===== src/rtl/alu_req_pkg.sv =====
// Shared types and constants for the ALU start/done requester.
package alu_req_pkg;

    localparam int unsigned DEFAULT_W   = 8;
    localparam int unsigned DEFAULT_OPW = 3;

    typedef enum logic [1:0] {
        StIdle = 2'd0,
        StReq  = 2'd1,
        StRel  = 2'd2,
        StRsp  = 2'd3
    } req_state_e;

    // Controller state codes as reported on alu_state.
    localparam logic [1:0] ALU_ST_IDLE = 2'b00;
    localparam logic [1:0] ALU_ST_CALC = 2'b01;
    localparam logic [1:0] ALU_ST_FIN  = 2'b10;

endpackage


===== src/rtl/alu_req_timer.sv =====
// REQ-phase watchdog: cleared on load, counts while enabled, flags the last allowed cycle.
module alu_req_timer #(
    parameter int unsigned TIMEOUT_CYC = 64
) (
    input  logic clk,
    input  logic reset_a,
    input  logic load,
    input  logic enable,
    output logic expired
);

    localparam int unsigned TW = $clog2(TIMEOUT_CYC + 1);

    logic [TW-1:0] count_q;

    // expired is high during the TIMEOUT_CYC-th enabled cycle after load.
    assign expired = (count_q == TW'(TIMEOUT_CYC - 1));

    always_ff @(posedge clk or posedge reset_a) begin
        if (reset_a) begin
            count_q <= '0;
        end else if (load) begin
            count_q <= '0;
        end else if (enable && !expired) begin
            count_q <= count_q + 1'b1;
        end
    end

endmodule


===== src/rtl/alu_requester.sv =====
// Initiator side of the ALU start/done handshake with a valid/ready command and response port.
// Optional REQ-phase timeout abort is enabled by defining ALU_REQ_TIMEOUT_EN.
module alu_requester
    import alu_req_pkg::*;
#(
    parameter int unsigned W           = DEFAULT_W,
    parameter int unsigned OPW         = DEFAULT_OPW,
    parameter int unsigned TIMEOUT_CYC = 64
) (
    input  logic           clk,
    input  logic           reset_a,
    input  logic           cmd_valid,
    output logic           cmd_ready,
    input  logic [OPW-1:0] cmd_op,
    input  logic [W-1:0]   cmd_a,
    input  logic [W-1:0]   cmd_b,
    output logic           alu_start,
    output logic [OPW-1:0] alu_op,
    output logic [W-1:0]   alu_a,
    output logic [W-1:0]   alu_b,
    input  logic           alu_done,
    input  logic [1:0]     alu_state,
    input  logic [W-1:0]   alu_result,
    output logic           rsp_valid,
    input  logic           rsp_ready,
    output logic [W-1:0]   rsp_result,
    output logic           rsp_error,
    output logic           busy,
    output logic [7:0]     txn_count
);

    if (TIMEOUT_CYC < 1) begin : g_param_check
        $error("TIMEOUT_CYC must be at least 1");
    end

    req_state_e     state_q, state_d;
    logic           start_q, start_d;
    logic [OPW-1:0] op_q, op_d;
    logic [W-1:0]   a_q, a_d;
    logic [W-1:0]   b_q, b_d;
    logic           rsp_valid_q, rsp_valid_d;
    logic [W-1:0]   result_q, result_d;
    logic [7:0]     txn_q, txn_d;

`ifdef ALU_REQ_TIMEOUT_EN
    logic error_q, error_d;
    logic timer_load, timer_en, timer_expired;

    alu_req_timer #(
        .TIMEOUT_CYC(TIMEOUT_CYC)
    ) u_timer (
        .clk    (clk),
        .reset_a(reset_a),
        .load   (timer_load),
        .enable (timer_en),
        .expired(timer_expired)
    );

    always_ff @(posedge clk or posedge reset_a) begin
        if (reset_a) begin
            error_q <= 1'b0;
        end else begin
            error_q <= error_d;
        end
    end

    assign rsp_error = error_q;
`else
    assign rsp_error = 1'b0;
`endif

    always_comb begin
        state_d     = state_q;
        start_d     = start_q;
        op_d        = op_q;
        a_d         = a_q;
        b_d         = b_q;
        rsp_valid_d = rsp_valid_q;
        result_d    = result_q;
        txn_d       = txn_q;
`ifdef ALU_REQ_TIMEOUT_EN
        error_d     = error_q;
        timer_load  = 1'b0;
        timer_en    = 1'b0;
`endif
        unique case (state_q)
            StIdle: begin
                if (cmd_valid) begin
                    op_d    = cmd_op;
                    a_d     = cmd_a;
                    b_d     = cmd_b;
                    start_d = 1'b1;
                    state_d = StReq;
`ifdef ALU_REQ_TIMEOUT_EN
                    timer_load = 1'b1;
`endif
                end
            end
            StReq: begin
`ifdef ALU_REQ_TIMEOUT_EN
                timer_en = 1'b1;
`endif
                // A done arriving on the expiry cycle still counts as normal completion.
                if (alu_done) begin
                    result_d = alu_result;
                    start_d  = 1'b0;
                    state_d  = StRel;
`ifdef ALU_REQ_TIMEOUT_EN
                    error_d  = 1'b0;
                end else if (timer_expired) begin
                    result_d = '0;
                    error_d  = 1'b1;
                    start_d  = 1'b0;
                    state_d  = StRel;
`endif
                end
            end
            StRel: begin
                if (alu_state == ALU_ST_IDLE) begin
                    rsp_valid_d = 1'b1;
                    state_d     = StRsp;
                end
            end
            StRsp: begin
                if (rsp_ready) begin
                    rsp_valid_d = 1'b0;
                    txn_d       = txn_q + 8'd1;
                    state_d     = StIdle;
                end
            end
            default: state_d = StIdle;
        endcase
    end

    always_ff @(posedge clk or posedge reset_a) begin
        if (reset_a) begin
            state_q     <= StIdle;
            start_q     <= 1'b0;
            op_q        <= '0;
            a_q         <= '0;
            b_q         <= '0;
            rsp_valid_q <= 1'b0;
            result_q    <= '0;
            txn_q       <= '0;
        end else begin
            state_q     <= state_d;
            start_q     <= start_d;
            op_q        <= op_d;
            a_q         <= a_d;
            b_q         <= b_d;
            rsp_valid_q <= rsp_valid_d;
            result_q    <= result_d;
            txn_q       <= txn_d;
        end
    end

    assign cmd_ready  = (state_q == StIdle);
    assign busy       = (state_q != StIdle);
    assign alu_start  = start_q;
    assign alu_op     = op_q;
    assign alu_a      = a_q;
    assign alu_b      = b_q;
    assign rsp_valid  = rsp_valid_q;
    assign rsp_result = result_q;
    assign txn_count  = txn_q;

endmodule


===== config.mk =====
export PLATFORM = sky130hd
export DESIGN_NAME = alu_requester
export DESIGN_NICKNAME = d
export VERILOG_FILES = /design/src/rtl/alu_req_pkg.sv /design/src/rtl/alu_req_timer.sv /design/src/rtl/alu_requester.sv
export SDC_FILE = /design/constraint.sdc
export NUM_CORES = 1
export LEC_CHECK = 0
export ABC_AREA = 1
export BUFFER_PORTS_ARGS = -buffer_cell sky130_fd_sc_hd__buf_2
export CAP_MARGIN = 10
export CORE_MARGIN = 4
export CORE_UTILIZATION = 42
export DETAILED_ROUTE_END_ITERATION = 8
export GPL_TIMING_DRIVEN = 0
export PLACE_DENSITY = 0.75
export SLEW_MARGIN = 40
export SYNTH_ARGS = -nofsm -noshare
export SYNTH_HDL_FRONTEND = slang
export SYNTH_SLANG_ARGS = --single-unit

===== constraint.sdc =====
create_clock -name clk -period 2.04 [get_ports clk]
set_input_delay 0.408 -clock clk [delete_from_list [all_inputs] [get_ports clk]]
set_output_delay 0.408 -clock clk [all_outputs]
set_load 0.01 [all_outputs]

# Word-level counts from Yosys, hierarchy flattened
# Cells that the tools add are included.
# totals
ff_bits	39
in_bits	34
# classes
addsub	1
n_eq_ne	7
mux	11
n_reduce_logical	11
# ops
operator	n
$add 8x1->8 const B	1
$mux 2	4
$ne 2x2->1 const B	4
$pmux 2 s4	1
$reduce_and 2->1	3
$reduce_and 3->1	2
$reduce_bool 2->1	3
$eq 2x2->1 const B	2
$logic_not 2->1	2
$mux 1	4
$pmux 1 s2	2
$reduce_and 4->1	1
$eq 2x1->1 const B	1

# Longest topological paths before layout
# depth
ltp_word	3
ltp_mapped	8

# Worst setup path before layout
# OpenSTA, ideal clock, no wires.
# synth_path
kind	reg-to-reg
startpoint	register state_q[0]
endpoint	register a_q[0], in the netlist alu_a[0]
arrival_time_ns	1.316
required_ns	1.915
path_slack_ns	0.599
stages_incl_launch_ff	6
n_path_buf	1
path_cell_list	dfrtp_1 inv_1 ha_1 nand2_4 buf_6 mux2_4
# synth_between
elab_chain_len	2
# synth_rtl
item	line_no	rtl
start: declaration	alu_requester.sv:36	req_state_e state_q, state_d;
start signal: assignment	alu_requester.sv:137	state_q <= StIdle;
start signal: assignment	alu_requester.sv:146	state_q <= state_d;
$logic_not 2->1	alu_requester.sv:86	unique case (state_q)
$reduce_and 2->1 (no source line)	-	
end signal: assignment	alu_requester.sv:140	a_q <= '0;
end signal: assignment	alu_requester.sv:149	a_q <= a_d;
end: declaration	alu_requester.sv:39	logic [W-1:0] a_q, a_d;
# No other way between the ends.
# A chain may end at the register's enable or synchronous reset.

# Final worst setup path
# layout_path
startpoint	register state_q[0]
endpoint	output busy
# layout_between
elab_chain_len	1
# layout_rtl
item	line_no	rtl
$reduce_bool 2->1	alu_requester.sv:158	assign busy = (state_q != StIdle);
end: declaration	alu_requester.sv:28	output logic busy,
# No other way between the ends.

==> key figures <==
Worst setup path
  • Top fanout value on the critical path: 5
  • Data arrival time of the critical path: 1.32 ns
  • Worst Setup Path Type: reg -> out
  • Required time reported for the critical path endpoint: 1.63 ns
  • Kind of end point of the critical path: output pin
  • Startpoint kind of the worst setup timing path: flop

STA
  • Worst hold-check slack: 0.160 ns
  • Final worst clock skew: 0.00275 ns
  • Final critical-path share of the clock period: 0.848
  • Final setup fails: 0
  • Total negative slack: 0 ns
  • Unrepaired setup endpoints after global routing: no
  • Final count of hold timing violations: 0
  • Fmax: 578 MHz
  • Post-route minimum period: 1.73 ns
  • Final count of pins violating max slew: 0

Floorplanning
  • Die width: 72.5 um
  • Area of the die: 5250 sq um
  • Initial core utilization: 0.436
  • Core ar.: 4000 sq um
  • Site Rows: 23
  • Count of boundary I/O pins: 74
  • Height of the die: 72.5 um

Route
  • Via count: 1,253
  • Total routed wirelength: 3330 um
  • Number of search-and-repair iterations in the first detailed-routing pass: 4
  • Routed Antenna Nets: 0
  • # DRC: 0
  • First DRT Iteration DRCs: 56
  • Vias per Instance: 4.49
  • Mean routed wirelength per cell: 11.9 um

Yosys
  • Post-synthesis xor/xnor area fraction: 0.0251
  • Dominant combinational cell family by area after synthesis: multiplexers
  • Post-synthesis register bit count: 39
  • Number of synthesized flops with an enable pin: 0
  • Post-Synth Simple-Gate Area: 0.105
  • Adder-cell area share of the yosys netlist: 0.0430
  • Main synth FF type: sky130_fd_sc_hd__dfrtp_1
  • Portion of netlist area occupied by mux cells: 0.196
  • Compound-gate portion of the synthesized area: 0.0115
  • Post-Synthesis Mean Instance Area: 11.6 sq um
  • Net Count, Synth: 190
  • Synth Warn #: 0
  • Fraction of synthesis flops using an asynchronous set or reset pin: 1.00
  • Cell Area, Synth: 1750 sq um
  • Seq/Total Area, Yosys: 0.559
  • Post-Syn Instances: 150
  • Count of distinct cell types in the synthesized netlist: 18

Clocking
  • Clock sink count: 39
  • Maximum clock insertion buffer count: 2
  • Post-CTS setup buffer count: 0
  • TritonCTS clock tree: done
  • Clock Latency Late Sink: 0.28 ns
  • Clock buffers created by TritonCTS: 5
  • Register clock-pin slew on the reported worst setup and hold paths: 0.07 ns
  • CTS resizes: 0
  • Root buffer selected by CTS: sky130_fd_sc_hd__clkbuf_8
  • CTS Hold Buffers Added: 0
  • Number of H-tree levels: 2

Final layout
  • Most used cells in the layout excluding fill and tap cells: sky130_fd_sc_hd__buf_2 (72), sky130_fd_sc_hd__dfrtp_1 (39), sky130_fd_sc_hd__nand2_1 (31)
  • Final Instance Count excl. Fillers: 279
  • Area growth from synthesis to final layout: 30.3%
  • Most frequent standard cell in the layout excluding fill and tap cells: sky130_fd_sc_hd__buf_2
  • Fraction of layout cells with a size suffix above 1: 0.480
  • Net count, final: 269
  • Number of antenna repair diodes: 0

Power and ir drop
  • Static leakage: 1.26 nW
  • Peak VDD IR: 0.877 mV
  • Pwr Total: 0.00336 W
  • Power density over cell area: 1480 nW/um^2

Global routing
  • Overflow after GRT: 0
  • Global routing usage summed across all routing layers: 0.134
  • Antenna violations before repair: 0
  • Number of global-route vias before repair: 1,304
  • Largest net degree at the start of global routing: 40
  • First-pass GRT wire length: 5550 um

Placed design
  • I/O Buffers: 72
  • Routability Congestion: 0.792
  • HPWL after DPL: 2510 um
  • Number of placed instances, taps included: 272

Status
  • Run status: finished, final reports clean

Worst hold path
  • Path category of the worst min-delay check: in -> async

Run
  • Max-cap violation count: 0
## final timing paths
path | slack [ns] | cells past startpoint | endpoint | from
setup / recovery | 0.31 | 4 | busy | state_q[0]
hold / removal | 0.16 | 2 | alu_b[3] | reset_a
setup reg to reg | 0.42 | 5 | alu_a[3] | state_q[0]
hold reg to reg | 0.50 | 1 | alu_b[1] | alu_b[1]
max in group asynchronous | 1.56 | 2 | rsp_result[4] | reset_a
min in group clk | 0.36 | 2 | alu_b[2] | cmd_b[2]
## where the power goes
group | switching (W) | leakage [nW] | internal [W]
Sequential | 0.000199 | 0.464 | 0.00113
Combinational | 0.000684 | 0.746 | 0.000746
Clock | 0.000245 | 0.0513 | 0.000358
Total | 0.00113 | 1.26 | 0.00223
## worst max-delay path, cell delays in order, from the launching register on
cell and delay [ns]:
sky130_fd_sc_hd__dfrtp_1 0.42, sky130_fd_sc_hd__inv_1 0.12, sky130_fd_sc_hd__ha_1 0.29, sky130_fd_sc_hd__inv_1 0.06
sky130_fd_sc_hd__buf_2 0.14
## stage by stage
| stage | utilization | area [sq um] | setup WS (ns) |
|---|---|---|---|
| after CTS | 0.568 | 2270 | 0.295 |
| after global routing | 0.568 | 2270 | 0.208 |
| final | 0.568 | 2270 | 0.311 |
| after detailed placement | 0.543 | 2170 | 0.429 |
| after floorplan | - | 1750 | 0.599 |
| after global placement | 0.542 | 2170 | 0.173 |
## per-layer routing
layer,track usage,wire length [um],part of all wire,vias to the layer above
met5,0,0,0,-
met4,0.0594,30,0.0090,0
met3,0.0249,145,0.044,2
met2,0.219,1700,0.51,34
met1,0.174,1450,0.44,593
li1,-,-,-,624
## sequential cells by signal, summed over array words and instances, names as in the netlist
signal / flops
state_q: 2
alu_b: 8
rsp_result: 8
alu_a: 8
txn_count: 8
rsp_valid: 1
alu_op: 3
alu_start: 1
## Yosys cell counts, types with 2 or more instances
library cell / number / area (sq um)
sky130_fd_sc_hd__nor2_1: 5 / 18.8
sky130_fd_sc_hd__xor2_1: 2 / 17.5
sky130_fd_sc_hd__nand2_1: 31 / 116
sky130_fd_sc_hd__dfrtp_1: 39 / 976
sky130_fd_sc_hd__mux2_2: 17 / 191
sky130_fd_sc_hd__nand3_1: 5 / 25.0
sky130_fd_sc_hd__inv_1: 22 / 82.6
sky130_fd_sc_hd__ha_1: 6 / 75.1
sky130_fd_sc_hd__xnor2_1: 3 / 26.3
sky130_fd_sc_hd__mux2_4: 10 / 150
sky130_fd_sc_hd__a21oi_1: 3 / 15.0
## cell families after synthesis
family / after synthesis
AND/OR/NAND/NOR: 44
flip-flops: 39
multiplexers: 27
buffers and inverters: 24
adder cells (fa/ha/maj): 6
XOR/XNOR: 5
AO/OA/AOI/OAI: 4
other: 1
## layout make-up
type	count	area [sq um]
repair buffers	72	360
clock inverters	1	30.0
fillers	359	1730
well taps	50	62.6
flip-flops and latches	39	976
clock buffers	6	72.6
plain buffers	2	18.8
multi-input cells	87	668
inverters	22	85.1
(Power assumes the default switching activity.)
